<file path="config.mk">
export PLATFORM = sky130hd
export DESIGN_NAME = traffic_phase_scheduler
export DESIGN_NICKNAME = d
export VERILOG_FILES = /design/src/rtl/traffic_phase_scheduler.sv
export SDC_FILE = /design/constraint.sdc
export NUM_CORES = 1
export LEC_CHECK = 0
export BUFFER_PORTS_ARGS = -buffer_cell sky130_fd_sc_hd__buf_2
export CAP_MARGIN = 10
export CORE_AREA = 10 10 62 64
export CTS_BUF_LIST = sky130_fd_sc_hd__clkbuf_16
export CTS_CLUSTER_DIAMETER = 80
export DETAILED_ROUTE_END_ITERATION = 6
export DIE_AREA = 0 0 72 74
export SLEW_MARGIN = 10
export SYNTH_ARGS = -nofsm -noshare
export SYNTH_HDL_FRONTEND = slang
export SYNTH_SLANG_ARGS = --single-unit
</file>
<file path="constraint.sdc">
create_clock -name clk -period 4.8 [get_ports clk]
set_input_delay 0.96 -clock clk [delete_from_list [all_inputs] [get_ports clk]]
set_output_delay 0.96 -clock clk [all_outputs]
set_load 0.01 [all_outputs]
</file>
<file path="src/rtl/traffic_phase_scheduler.sv">
// traffic_phase_scheduler: phase sequencer for a main/side junction with a
// pedestrian all-red walk phase. Main road rests on green; side and
// pedestrian requests are latched and served with min/max green, yellow and
// all-red clearance. Optional night flash mode: define TRAFFIC_NIGHT_FLASH_EN.
module traffic_phase_scheduler #(
  parameter int unsigned MIN_GREEN = 4,
  parameter int unsigned MAX_GREEN = 10,
  parameter int unsigned YELLOW_T  = 2,
  parameter int unsigned ALLRED_T  = 1,
  parameter int unsigned WALK_T    = 5,
  parameter int unsigned FLASH_T   = 4,
  parameter int unsigned CNT_W     = 8
) (
  input  logic       clk,
  input  logic       rst,
`ifdef TRAFFIC_NIGHT_FLASH_EN
  input  logic       night,
`endif
  input  logic       side_req,
  input  logic       ped_req,
  output logic [2:0] T1,
  output logic [2:0] T2,
  output logic [2:0] S1,
  output logic [2:0] S2,
  output logic       walk,
  output logic       busy
);

  localparam logic [2:0] RED = 3'b100;
  localparam logic [2:0] YEL = 3'b010;
  localparam logic [2:0] GRN = 3'b001;

  localparam logic [CNT_W-1:0] MIN_M1 = CNT_W'(MIN_GREEN - 1);
  localparam logic [CNT_W-1:0] MAX_M1 = CNT_W'(MAX_GREEN - 1);
  localparam logic [CNT_W-1:0] YEL_M1 = CNT_W'(YELLOW_T - 1);
  localparam logic [CNT_W-1:0] AR_M1  = CNT_W'(ALLRED_T - 1);
  localparam logic [CNT_W-1:0] WLK_M1 = CNT_W'(WALK_T - 1);

  // Elaboration guard: zero timings, inverted green limits or a timer too narrow.
  if (MIN_GREEN == 0 || MAX_GREEN == 0 || YELLOW_T == 0 || ALLRED_T == 0 ||
      WALK_T == 0 || FLASH_T == 0 || MIN_GREEN > MAX_GREEN || CNT_W == 0 ||
      CNT_W >= 32 ||
      ((MIN_GREEN | MAX_GREEN | YELLOW_T | ALLRED_T | WALK_T | FLASH_T) >> CNT_W) != 0)
  begin : g_bad_params
    $error("traffic_phase_scheduler: illegal timing parameters");
  end

  typedef enum logic [2:0] {
    ST_ALLRED,
    ST_MAIN_GREEN,
    ST_MAIN_YELLOW,
    ST_SIDE_GREEN,
    ST_SIDE_YELLOW,
    ST_WALK
`ifdef TRAFFIC_NIGHT_FLASH_EN
    , ST_FLASH
`endif
  } state_t;

  typedef enum logic [1:0] {D_MAIN, D_SIDE, D_WALK} dest_t;

  state_t           state, nxt;
  dest_t            dest;
  logic [CNT_W-1:0] cnt;
  logic             side_pend, ped_pend, ped_first;
  logic             night_on;
  logic [2:0]       t_lt, s_lt;

`ifdef TRAFFIC_NIGHT_FLASH_EN
  localparam logic [CNT_W-1:0] FL_M1 = CNT_W'(FLASH_T - 1);
  logic flash_lit;

  // Flash blink phase: lit on entry, inverted every FLASH_T cycles.
  always_ff @(posedge clk or negedge rst) begin
    if (!rst)                                          flash_lit <= 1'b1;
    else if (state != ST_FLASH)                        flash_lit <= 1'b1;
    else if (nxt == ST_FLASH && cnt == FL_M1)          flash_lit <= ~flash_lit;
  end

  // Night request forces main green to yield once minimum green is met.
  always_comb night_on = night;
`else
  // No night mode in this build.
  always_comb night_on = 1'b0;
`endif

  // State, phase timer, pending flags and ALLRED destination registers.
  always_ff @(posedge clk or negedge rst) begin
    if (!rst) begin
      state     <= ST_ALLRED;
      cnt       <= '0;
      dest      <= D_MAIN;
      side_pend <= 1'b0;
      ped_pend  <= 1'b0;
      ped_first <= 1'b0;
    end else begin
      state <= nxt;
`ifdef TRAFFIC_NIGHT_FLASH_EN
      // In FLASH the timer doubles as the blink divider.
      if (state == ST_FLASH && nxt == ST_FLASH && cnt == FL_M1) cnt <= '0;
      else
`endif
      if (nxt != state)   cnt <= '0;
      else if (cnt != '1) cnt <= cnt + CNT_W'(1);

      // Clear wins over set on the edge that grants the service.
      side_pend <= (nxt == ST_SIDE_GREEN && state != ST_SIDE_GREEN) ? 1'b0 : (side_pend | side_req);
      ped_pend  <= (nxt == ST_WALK && state != ST_WALK) ? 1'b0 : (ped_pend | ped_req);

      if (state == ST_MAIN_YELLOW && nxt == ST_ALLRED) begin
        if (side_pend && ped_pend) begin
          dest      <= ped_first ? D_WALK : D_SIDE;
          ped_first <= ~ped_first;
        end else if (ped_pend)  dest <= D_WALK;
        else if (side_pend)     dest <= D_SIDE;
        else                    dest <= D_MAIN;
      end else if (nxt == ST_ALLRED && state != ST_ALLRED) begin
        dest <= D_MAIN;
      end
    end
  end

  // Next-state selection.
  always_comb begin
    nxt = state;
    case (state)
      ST_ALLRED: if (cnt == AR_M1) begin
        case (dest)
          D_SIDE:  nxt = ST_SIDE_GREEN;
          D_WALK:  nxt = ST_WALK;
          default: nxt = ST_MAIN_GREEN;
        endcase
`ifdef TRAFFIC_NIGHT_FLASH_EN
        if (night) nxt = ST_FLASH;
`endif
      end
      ST_MAIN_GREEN:  if (cnt >= MIN_M1 && (side_pend || ped_pend || night_on)) nxt = ST_MAIN_YELLOW;
      ST_MAIN_YELLOW: if (cnt == YEL_M1) nxt = ST_ALLRED;
      ST_SIDE_GREEN:  if (cnt == MAX_M1 || (cnt >= MIN_M1 && !side_req)) nxt = ST_SIDE_YELLOW;
      ST_SIDE_YELLOW: if (cnt == YEL_M1) nxt = ST_ALLRED;
      ST_WALK:        if (cnt == WLK_M1) nxt = ST_ALLRED;
`ifdef TRAFFIC_NIGHT_FLASH_EN
      ST_FLASH:       if (!night) nxt = ST_ALLRED;
`endif
      default:        nxt = ST_ALLRED;
    endcase
  end

  // Light, walk and busy decode from the registered state.
  always_comb begin
    t_lt = RED;
    s_lt = RED;
    walk = 1'b0;
    busy = 1'b1;
    case (state)
      ST_MAIN_GREEN:  begin t_lt = GRN; busy = 1'b0; end
      ST_MAIN_YELLOW: t_lt = YEL;
      ST_SIDE_GREEN:  s_lt = GRN;
      ST_SIDE_YELLOW: s_lt = YEL;
      ST_WALK:        walk = 1'b1;
`ifdef TRAFFIC_NIGHT_FLASH_EN
      ST_FLASH: begin
        t_lt = flash_lit ? YEL : 3'b000;
        s_lt = flash_lit ? RED : 3'b000;
      end
`endif
      default: ;
    endcase
    T1 = t_lt;
    T2 = t_lt;
    S1 = s_lt;
    S2 = s_lt;
  end

endmodule

</file>
==> impl_metrics.csv <==
group,metric,value,unit
clock_network,clock_latency,0.24,ns
clock_network,post_cts_resized,0,
finish,syn_to_final_growth,10.4,%
routing,routedWlPerCell,15.0,µm
worst_setup_path,cp.required,3.84,ns
pwr,power_density,599,mW/mm²
clock_network,cts-root-buf,"clkbuf_16",
place,placedCellCount,161,
die,row_count,19,
worst_setup_path,endpoint_kind,"output pin",
grt,antenna_found_initial,0,
finish,fillers,276,
worst_setup_path,startpoint_type,"flop",
worst_hold_path,worstHoldPathType,"flop to flop",
place,portBuffers,17,
clock_network,cts_setup_buffers,0,
logic_synthesis,synth_fp_nets,131,
finish,final_common_cell,"buf_2",
finish,num_antenna_cells,0,
logic_synthesis,ys_warn_count,0,
routing,routed_via_density,5.65,
routing,initialDrtViolationCount,59,
finish,instances_no_fill,164,
place,hpwl,1.97,mm
routing,drcViolationCount,0,
place,place_area,0.00118,mm²
timing,post-route-period-util,54.5,%
grt,grt_first_pass_wirelength,4.20,mm
finish,stdcell_area,0.00126,mm²
die,io_pins,18,
clock_network,cts_tree,"yes",
worst_setup_path,path_class,"flop to output pin",
timing,rsz0062_at_grt,"false",
clock_network,clock_path_buffers,2,
logic_synthesis,avgSynthCellArea,9.20,µm²
finish,final_cell_mix,"buf_2 (17), dfrtp_1 (16), nor2_1 (12)",
grt,grt_pass1_vias,866,
grt,overflow,0,
die,design.core.area,0.00266,mm²
timing,fin_ws,2.18,ns
place,pre_cts_ws,2.44,ns
timing,maxSlewHeadroom,51.8,%
timing,setup_viol,0,
timing,fin_tns_setup,0,ns
finish,final_core_util,47.3,%
place,place_congestion,0.856,
logic_synthesis,seq_area_frac_synth,35.1,%
routing,vias,926,
timing,finalCriticalPeriod,2.62,ns
die,dieHeight,74,µm
clock_network,path_clk_slew,0.05,ns
worst_setup_path,cp_slowest_cell,"nor3b_1",
grt,grt_max_degree,17,
finish,fin_nets,142,
pwr,power_leakage,0.559,nW
routing,antenna_left,0,
worst_setup_path,path_cells,"nor3b_1, nor2_1, buf_2",
timing,fmax,0.382,GHz
worst_setup_path,path_max_fanout,10,
logic_synthesis,synth_cells,124,
logic_synthesis,synth_cell_type_count,44,
worst_setup_path,path_buf_inv,1,
timing,worstMarginPinSlew,0.721,ns
timing,hold_violations,0,
worst_setup_path,slowest_delay,0.64,ns
routing,first_pass_iters,4,
pwr,peakVddDrop,0.327,mV
routing,drt_wl_total,2.47,mm
logic_synthesis,syn-cell-area,0.00114,mm²
clock_network,cts-buffers-inserted,3,
clock_network,htreeDepth,1,
logic_synthesis,ys_ff_latch,16,
die,dieArea,0.00533,mm²
finish,drive_gt1_share,25.6,%
timing,maxSlewViolCount,0,
clock_network,clock_sinks,16,
worst_setup_path,critPathArrivalTime,1.66,ns
run_status,status,"finished clean",
die,start_util,42.9,%
die,fp.dieW,72,µm
job,cap_violations,0,
timing,clock_skew,0.00405,ns
clock_network,hold_buffers,0,
worst_setup_path,critPathTopFamily,"simple AND/OR/NAND/NOR gates",
grt,grt_usage,9.49,%
## synthesized netlist by cell type (all sizes together)
cell     count  share of area, %
a21oi        3               1.3
inv          7               2.3
or4          1              0.66
and3b        2               1.5
and3         5               3.0
nand2b       4               2.2
nor2        13               4.9
nor4         7               5.7
nand4        2               1.1
nor3         4               1.8
or4b         1              0.88
o21a         2               1.3
nor3b        2               1.3
xor2         2               1.5
a311oi       2               2.1
ha           3               3.3
or2          1              0.55
nand3        7               3.5
o2bb2ai      1              0.77
a211oi       2               1.3
or3b         2               1.5
o32ai        1               2.4
nand2        5               1.6
nor2b        1              0.55
o21ai        8               3.8
o31ai        2               1.3
buf         10               6.7
a31oi        2               2.4
dfrtp       16                35
clkbuf       1              0.33
and2         1              0.55
o22ai        2               1.1
xnor2        2               1.5
## layout make-up
class / count / area, µm² / share of cell area [%]
multi-input cells: 90 / 634 / 50.3
flip-flops and latches: 16 / 400 / 31.8
repair buffers: 17 / 85.1 / 6.75
clock buffers: 3 / 75.1 / 5.96
well taps: 31 / 38.8 / 3.08
inverters: 7 / 26.3 / 2.09
## where the power goes
part           internal, mW  switching [mW]
Clock                 0.109          0.0469
Combinational         0.155           0.224
Sequential            0.171          0.0503
## flip-flops by register name (all words and copies together), names as in the netlist
name / count
cnt: 8
dest: 2
ped_first: 1
ped_pend: 1
side_pend: 1
state: 3
## cell families (layout without fill, tap and decap cells)
group | after synthesis | in the layout | synth area share, %
AOI/OAI and AO/OA | 25 | 25 | 17.9
xor gates and xnor gates | 4 | 4 | 3.07
adders and majority gates | 3 | 3 | 3.29
buffers and inverters | 18 | 27 | 9.32
DFF | 16 | 16 | 35.1
and+or+nand+nor | 58 | 58 | 31.4
## stage by stage
step	hold slack (ns)	total power [mW]
floorplan	0.459	0.524
global placement	0.477	0.600
detailed placement	0.486	0.604
CTS	0.493	0.765
global route	0.509	0.823
finish	0.491	0.755
## final timing paths
path                                       start  slack (ns)                    end  depth (start not counted)
setup / recovery              state[0]$_DFF_PN0_        2.18                  T1[2]                          3
hold / removal             ped_first$_DFFE_PN0P_        0.49  ped_first$_DFFE_PN0P_                          1
setup reg to reg              cnt[0]$_DFFE_PN0P_        2.51     cnt[2]$_DFFE_PN0P_                          6
hold reg to reg            ped_first$_DFFE_PN0P_        0.49  ped_first$_DFFE_PN0P_                          1
max in group asynchronous                    rst        3.91     cnt[0]$_DFFE_PN0P_                          1
min in group asynchronous                    rst        0.63    side_pend$_DFF_PN0_                          1
## routing by layer
metal | part of all wire [%] | vias to the layer above | GRT usage, % | wire [µm]
met4 | 0.61 | 0 | 3.66 | 15
met1 | 48 | 438 | 12.8 | 1180
met2 | 44 | 20 | 13.9 | 1090
li1 | - | 466 | - | -
met3 | 7.3 | 2 | 2.79 | 181
met5 | 0 | - | 0 | 0
Power figures use the tool's default switching activity.
